`config.mk`:
```
export PLATFORM = sky130hd
export DESIGN_NAME = serial_alu
export DESIGN_NICKNAME = d
export VERILOG_FILES = /design/src/rtl/serial_alu.sv
export SDC_FILE = /design/constraint.sdc
export NUM_CORES = 1
export LEC_CHECK = 0
export BUFFER_PORTS_ARGS = -buffer_cell sky130_fd_sc_hd__buf_2
export CORE_ASPECT_RATIO = 0.7
export CORE_MARGIN = 2
export CORE_UTILIZATION = 41
export DETAILED_ROUTE_END_ITERATION = 16
export PLACE_DENSITY = 0.63
export SKIP_CTS_REPAIR_TIMING = 1
export SLEW_MARGIN = 20
export SYNTH_ARGS = -nofsm -noshare
export SYNTH_HDL_FRONTEND = slang
export SYNTH_SLANG_ARGS = --single-unit
```
`constraint.sdc`:
```
create_clock -name clk -period 4.9 [get_ports clk]
set_input_delay 1.47 -clock clk [delete_from_list [all_inputs] [get_ports clk]]
set_output_delay 1.47 -clock clk [all_outputs]
set_load 0.02 [all_outputs]
```
`src/rtl/serial_alu.sv`:
```
// serial_alu: multi-cycle digit-serial ALU for the multi-cycle datapath.
// Processes DIGIT bits per RUN cycle, LSB digit first, with a
// start/busy/done handshake. Latency from accepted start to done is N+1.
// Optional feature: define SERIAL_ALU_XOR_EN to enable code 100 as XOR.
module serial_alu #(
  parameter int WIDTH = 32,
  parameter int DIGIT = 8
) (
  input  logic             clk,
  input  logic             rst,
  input  logic             start,
  input  logic [2:0]       ALUControl,
  input  logic [WIDTH-1:0] SrcA,
  input  logic [WIDTH-1:0] SrcB,
  output logic             busy,
  output logic             done,
  output logic [WIDTH-1:0] ALUResult,
  output logic             Zero
);

  localparam int N  = WIDTH / DIGIT;
  localparam int CW = (N > 1) ? $clog2(N) : 1;
  localparam logic [CW-1:0] LAST = CW'(N - 1);

  localparam logic [2:0] OP_ADD = 3'b000;
  localparam logic [2:0] OP_SUB = 3'b001;
  localparam logic [2:0] OP_AND = 3'b010;
  localparam logic [2:0] OP_OR  = 3'b011;
  localparam logic [2:0] OP_XOR = 3'b100;
  localparam logic [2:0] OP_SLT = 3'b101;

  typedef enum logic [1:0] {IDLE, RUN, DONE} state_t;

  state_t             state, state_nxt;
  logic               accept;
  logic [2:0]         op_q;
  logic [WIDTH-1:0]   a_q, b_q, shadow;
  logic [CW-1:0]      cnt;
  logic               carry;

  logic [DIGIT-1:0]   a_d, b_d, b_eff, res_d;
  logic [DIGIT:0]     sum;
  logic               sub_mode, ovf, slt_bit;
  logic [WIDTH-1:0]   final_res;

  // State register; reset abandons any in-flight operation.
  always_ff @(posedge clk) begin
    // NOTE: sequential state is always assigned with <= so every register
    // samples pre-edge values regardless of statement order.
    if (rst) state <= IDLE;
    else     state <= state_nxt;
  end

  // Next-state logic; start is honoured only in IDLE or DONE.
  always_comb begin
    // NOTE: defaults first so every path assigns every output and no
    // latch is inferred.
    state_nxt = state;
    accept    = 1'b0;
    case (state)
      IDLE, DONE: begin
        accept    = start;
        state_nxt = start ? RUN : IDLE;
      end
      RUN:     if (cnt == LAST) state_nxt = DONE;
      default: state_nxt = IDLE;
    endcase
  end

  assign busy = (state == RUN);
  assign done = (state == DONE);

  // One digit of the datapath: adder slice, logic ops and SLT decision.
  always_comb begin
    a_d      = a_q[int'(cnt)*DIGIT +: DIGIT];
    b_d      = b_q[int'(cnt)*DIGIT +: DIGIT];
    sub_mode = (op_q == OP_SUB) || (op_q == OP_SLT);
    b_eff    = sub_mode ? ~b_d : b_d;
    sum      = {1'b0, a_d} + {1'b0, b_eff} + {{DIGIT{1'b0}}, carry};
    // Overflow: carry into the MSB differs from carry out of it.
    ovf      = (a_d[DIGIT-1] ^ b_eff[DIGIT-1] ^ sum[DIGIT-1]) ^ sum[DIGIT];
    slt_bit  = sum[DIGIT-1] ^ ovf;
    case (op_q)
      OP_ADD, OP_SUB: res_d = sum[DIGIT-1:0];
      OP_AND:         res_d = a_d & b_d;
      OP_OR:          res_d = a_d | b_d;
`ifdef SERIAL_ALU_XOR_EN
      OP_XOR:         res_d = a_d ^ b_d;
`endif
      default:        res_d = '0;
    endcase
    final_res = shadow;
    final_res[WIDTH-1 -: DIGIT] = res_d;
    if (op_q == OP_SLT) final_res = {{(WIDTH-1){1'b0}}, slt_bit};
  end

  // Operand capture, serial digit processing and result publication.
  always_ff @(posedge clk) begin
    // NOTE: the shadow register is reset with the rest of the datapath; it is
    // a flop array, not a RAM, so a reset costs nothing in inference.
    if (rst) begin
      op_q      <= '0;
      a_q       <= '0;
      b_q       <= '0;
      shadow    <= '0;
      cnt       <= '0;
      carry     <= 1'b0;
      ALUResult <= '0;
      Zero      <= 1'b1;
    end else if (accept) begin
      op_q  <= ALUControl;
      a_q   <= SrcA;
      b_q   <= SrcB;
      cnt   <= '0;
      carry <= (ALUControl == OP_SUB) || (ALUControl == OP_SLT);
    end else if (state == RUN) begin
      shadow[int'(cnt)*DIGIT +: DIGIT] <= res_d;
      carry <= sum[DIGIT];
      if (cnt == LAST) begin
        cnt       <= '0;
        ALUResult <= final_res;
        Zero      <= (final_res == '0);
      end else begin
        cnt <= cnt + CW'(1);
      end
    end
  end

endmodule

```
==> impl_metrics.ini <==
[setup_path]
critPathKind = reg -> reg
crit_fanout = 22
cp.arrival_ns = 4.12
worstSetupEndpointType = flip-flop
start_kind = flip-flop
required_ns = 5.22

[die]
die_width_um = 143
dieArea_um2 = 14500
die_y_um = 101
rows = 35
core-area_um2 = 13200
initial_core_util_pct = 42.1
ios = 105

[outcome]
outcome = completed

[synth]
synth_edf_count = 0
syn_nets = 729
yosysWarnings = 0
syn_area_um2 = 5550
synth_ff_type = dfxtp_1
ys_seq_area_share_pct = 46.5
yosysUniqueCellTypes = 48
syn_inst = 645
synthArstFlopShare_pct = 0
syn_area_per_cell_um2 = 8.60
ys_ff_latch = 129

[placed_design]
pre_cts_ws_ns = 1.11
place.gp.congestion = 0.857
place_hpwl_um = 10600
dpl_cell_area_um2 = 6210
port_buffers = 104
dp.cells = 899

[drt]
routed_via_density = 5.25
via_count = 4877
drc = 0
first_pass_iters = 5
first_iter_violations = 348
drt-total-wl_um = 14900
detail-route-antenna-nets = 0
post_drt_wl_per_cell_um = 16.0

[layout]
area_growth_pct = 22.4
final_area_um2 = 6790
layout-drive-gt1-share_pct = 22.6
layout.cells.non_filler = 929
nets = 817
antenna_cells = 0
fillerInstances = 1271
multiInputGateArea_um2 = 2760
register_area_um2 = 2580

[sta]
fmax_mhz = 263
setup_viol = 0
min_period_ns = 3.80
rsz0062_at_grt = false
fin_crit_sh_pct = 77.5
slew-limit-headroom_pct = 31.3
hold_viol = 0
clock_skew_ns = 0.00786
fin_ws_ns = 1.10
slew_viol_final = 0
worst_slew_pin_slew_ns = 1.02
fin_tns_setup_ns = 0

[clock_tree]
cts_buffer_depth = 2
cts-root-buf = clkbuf_16
cts-htree-levels = 4
numCtsBuffers = 17
insertion_delay_ns = 0.41
cts_sinks = 129
cts_tree = yes
clk_pin_slew_ns = 0.05

[pwr]
p_per_area_nw_per_um2 = 390
power.total_w = 0.00265
p_leak_nw = 2.70
peakVddDrop_mv = 0.253

[min_path]
min_path_type = reg -> reg

[grt]
grt_pass1_vias = 4796
track_usage_pct = 21.5
grt_antenna_before_repair = 0
grt-ovfl-total = 0
grt_pass1_wl_um = 24200
grt_max_degree = 104

[flow_run]
drv_cap = 0
## layer usage
| layer | routed length, um | global-route usage, % |
|---|---|---|
| met1 | 7330 | 30.5 |
| met2 | 6390 | 32.7 |
| met3 | 985 | 4.35 |
| met4 | 163 | 7.31 |
| met5 | 0 | 0 |
## layout by cell type, fill, tap and decap left out, types with 3 or more instances in the layout
cell type   instances
inv_1               7
o211ai_1            4
clkinv_2            3
clkbuf_16          17
maj3_1              4
dfxtp_1           129
nor2b_1             5
buf_4              11
o21a_1              4
or3b_1              3
clkinvlp_4          3
buf_2             103
a22oi_1            44
nor2_1             66
a21oi_1            82
nor3_1             15
o21ai_1             4
mux4_2             16
nand2_1           150
nand2b_1            3
xnor2_1            10
nand3_1             3
clkbuf_8            4
nor4_1              7
ha_1               12
## registers in the layout (all words and copies together) (netlist names)
name	flops
shadow	24
a_q	32
carry	1
op_q	3
b_q	32
state	2
ALUResult	32
cnt	2
Zero	1
## path summary, 6_finish.rpt
| kind | from | to | slack (ns) | depth (start not counted) |
|---|---|---|---|---|
| hold / removal | b_q[24]$_SDFFE_PP0P_ | b_q[24]$_SDFFE_PP0P_ | 0.45 | 2 |
| hold reg to reg | b_q[24]$_SDFFE_PP0P_ | b_q[24]$_SDFFE_PP0P_ | 0.45 | 2 |
| setup reg to reg | cnt[0]$_SDFFE_PP0P_ | Zero$_SDFFE_PP1P_ | 1.10 | 11 |
| setup / recovery | cnt[0]$_SDFFE_PP0P_ | Zero$_SDFFE_PP1P_ | 1.10 | 11 |
## through the flow
step,util (%),hold slack [ns]
detailed placement,47.1,0.446
finish,51.5,0.453
floorplan,-,0.433
CTS,51.5,0.454
global placement,47.1,0.441
global route,51.5,0.470
## worst max-delay path: stages, from the launching register on
cell and delay, ns:
dfxtp_1 0.35, buf_4 0.37, mux4_2 0.61, xnor2_1 0.21, inv_1 0.09, fa_1 0.42
xnor2_1 0.14, a32oi_1 0.16, nand2_1 0.16, or4_1 0.53, or4_1 0.50, o31ai_2 0.18
## cell usage after synthesis, types with 2 or more instances
cell type / number / area, um2
a21oi_1: 82 / 410
a22oi_1: 44 / 330
buf_1: 2 / 7.51
clkbuf_1: 40 / 150
dfxtp_1: 129 / 2580
fa_1: 2 / 40.0
ha_1: 12 / 150
inv_1: 7 / 26.3
inv_2: 2 / 7.51
maj3_1: 4 / 40.0
mux4_2: 16 / 360
nand2_1: 150 / 563
nand2b_1: 4 / 25.0
nand3_1: 3 / 15.0
nor2_1: 66 / 248
nor2b_1: 6 / 37.5
nor3_1: 15 / 75.1
nor4_1: 7 / 43.8
o211ai_1: 4 / 30.0
o21a_1: 4 / 30.0
o21ai_1: 4 / 20.0
o31ai_1: 2 / 15.0
o31ai_2: 2 / 25.0
or2_1: 2 / 12.5
or3b_1: 3 / 26.3
or4_1: 2 / 15.0
xnor2_1: 10 / 87.6
## area by class of cell
class | count | share of cell area (%)
clock buffer | 21 | 7.07
multi-input combinational | 462 | 40.6
clock inverter | 9 | 1.57
timing repair buffer | 114 | 8.80
inverter | 9 | 0.497
tap | 185 | 3.41
sequential | 129 | 38.0
## logic make-up (layout without fill, tap and decap cells)
logic type	after synthesis	in the layout	share of synthesized area, %
flops	129	129	46.5
xor+xnor	11	11	1.74
mux	17	17	6.68
simple gates	266	266	20.2
compound gates	149	149	16.6
buf+inv	54	153	3.88
fa+ha+maj	19	19	4.35
## power breakdown
group / switching, W / total, W / internal [W] / leakage, nW
clock network: 0.000445 / 0.00124 / 0.000795 / 0.283
registers: 0.0000277 / 0.00112 / 0.00109 / 1.05
logic: 0.000180 / 0.000293 / 0.000113 / 1.36
Note: power is estimated with default switching activity, not from simulation.
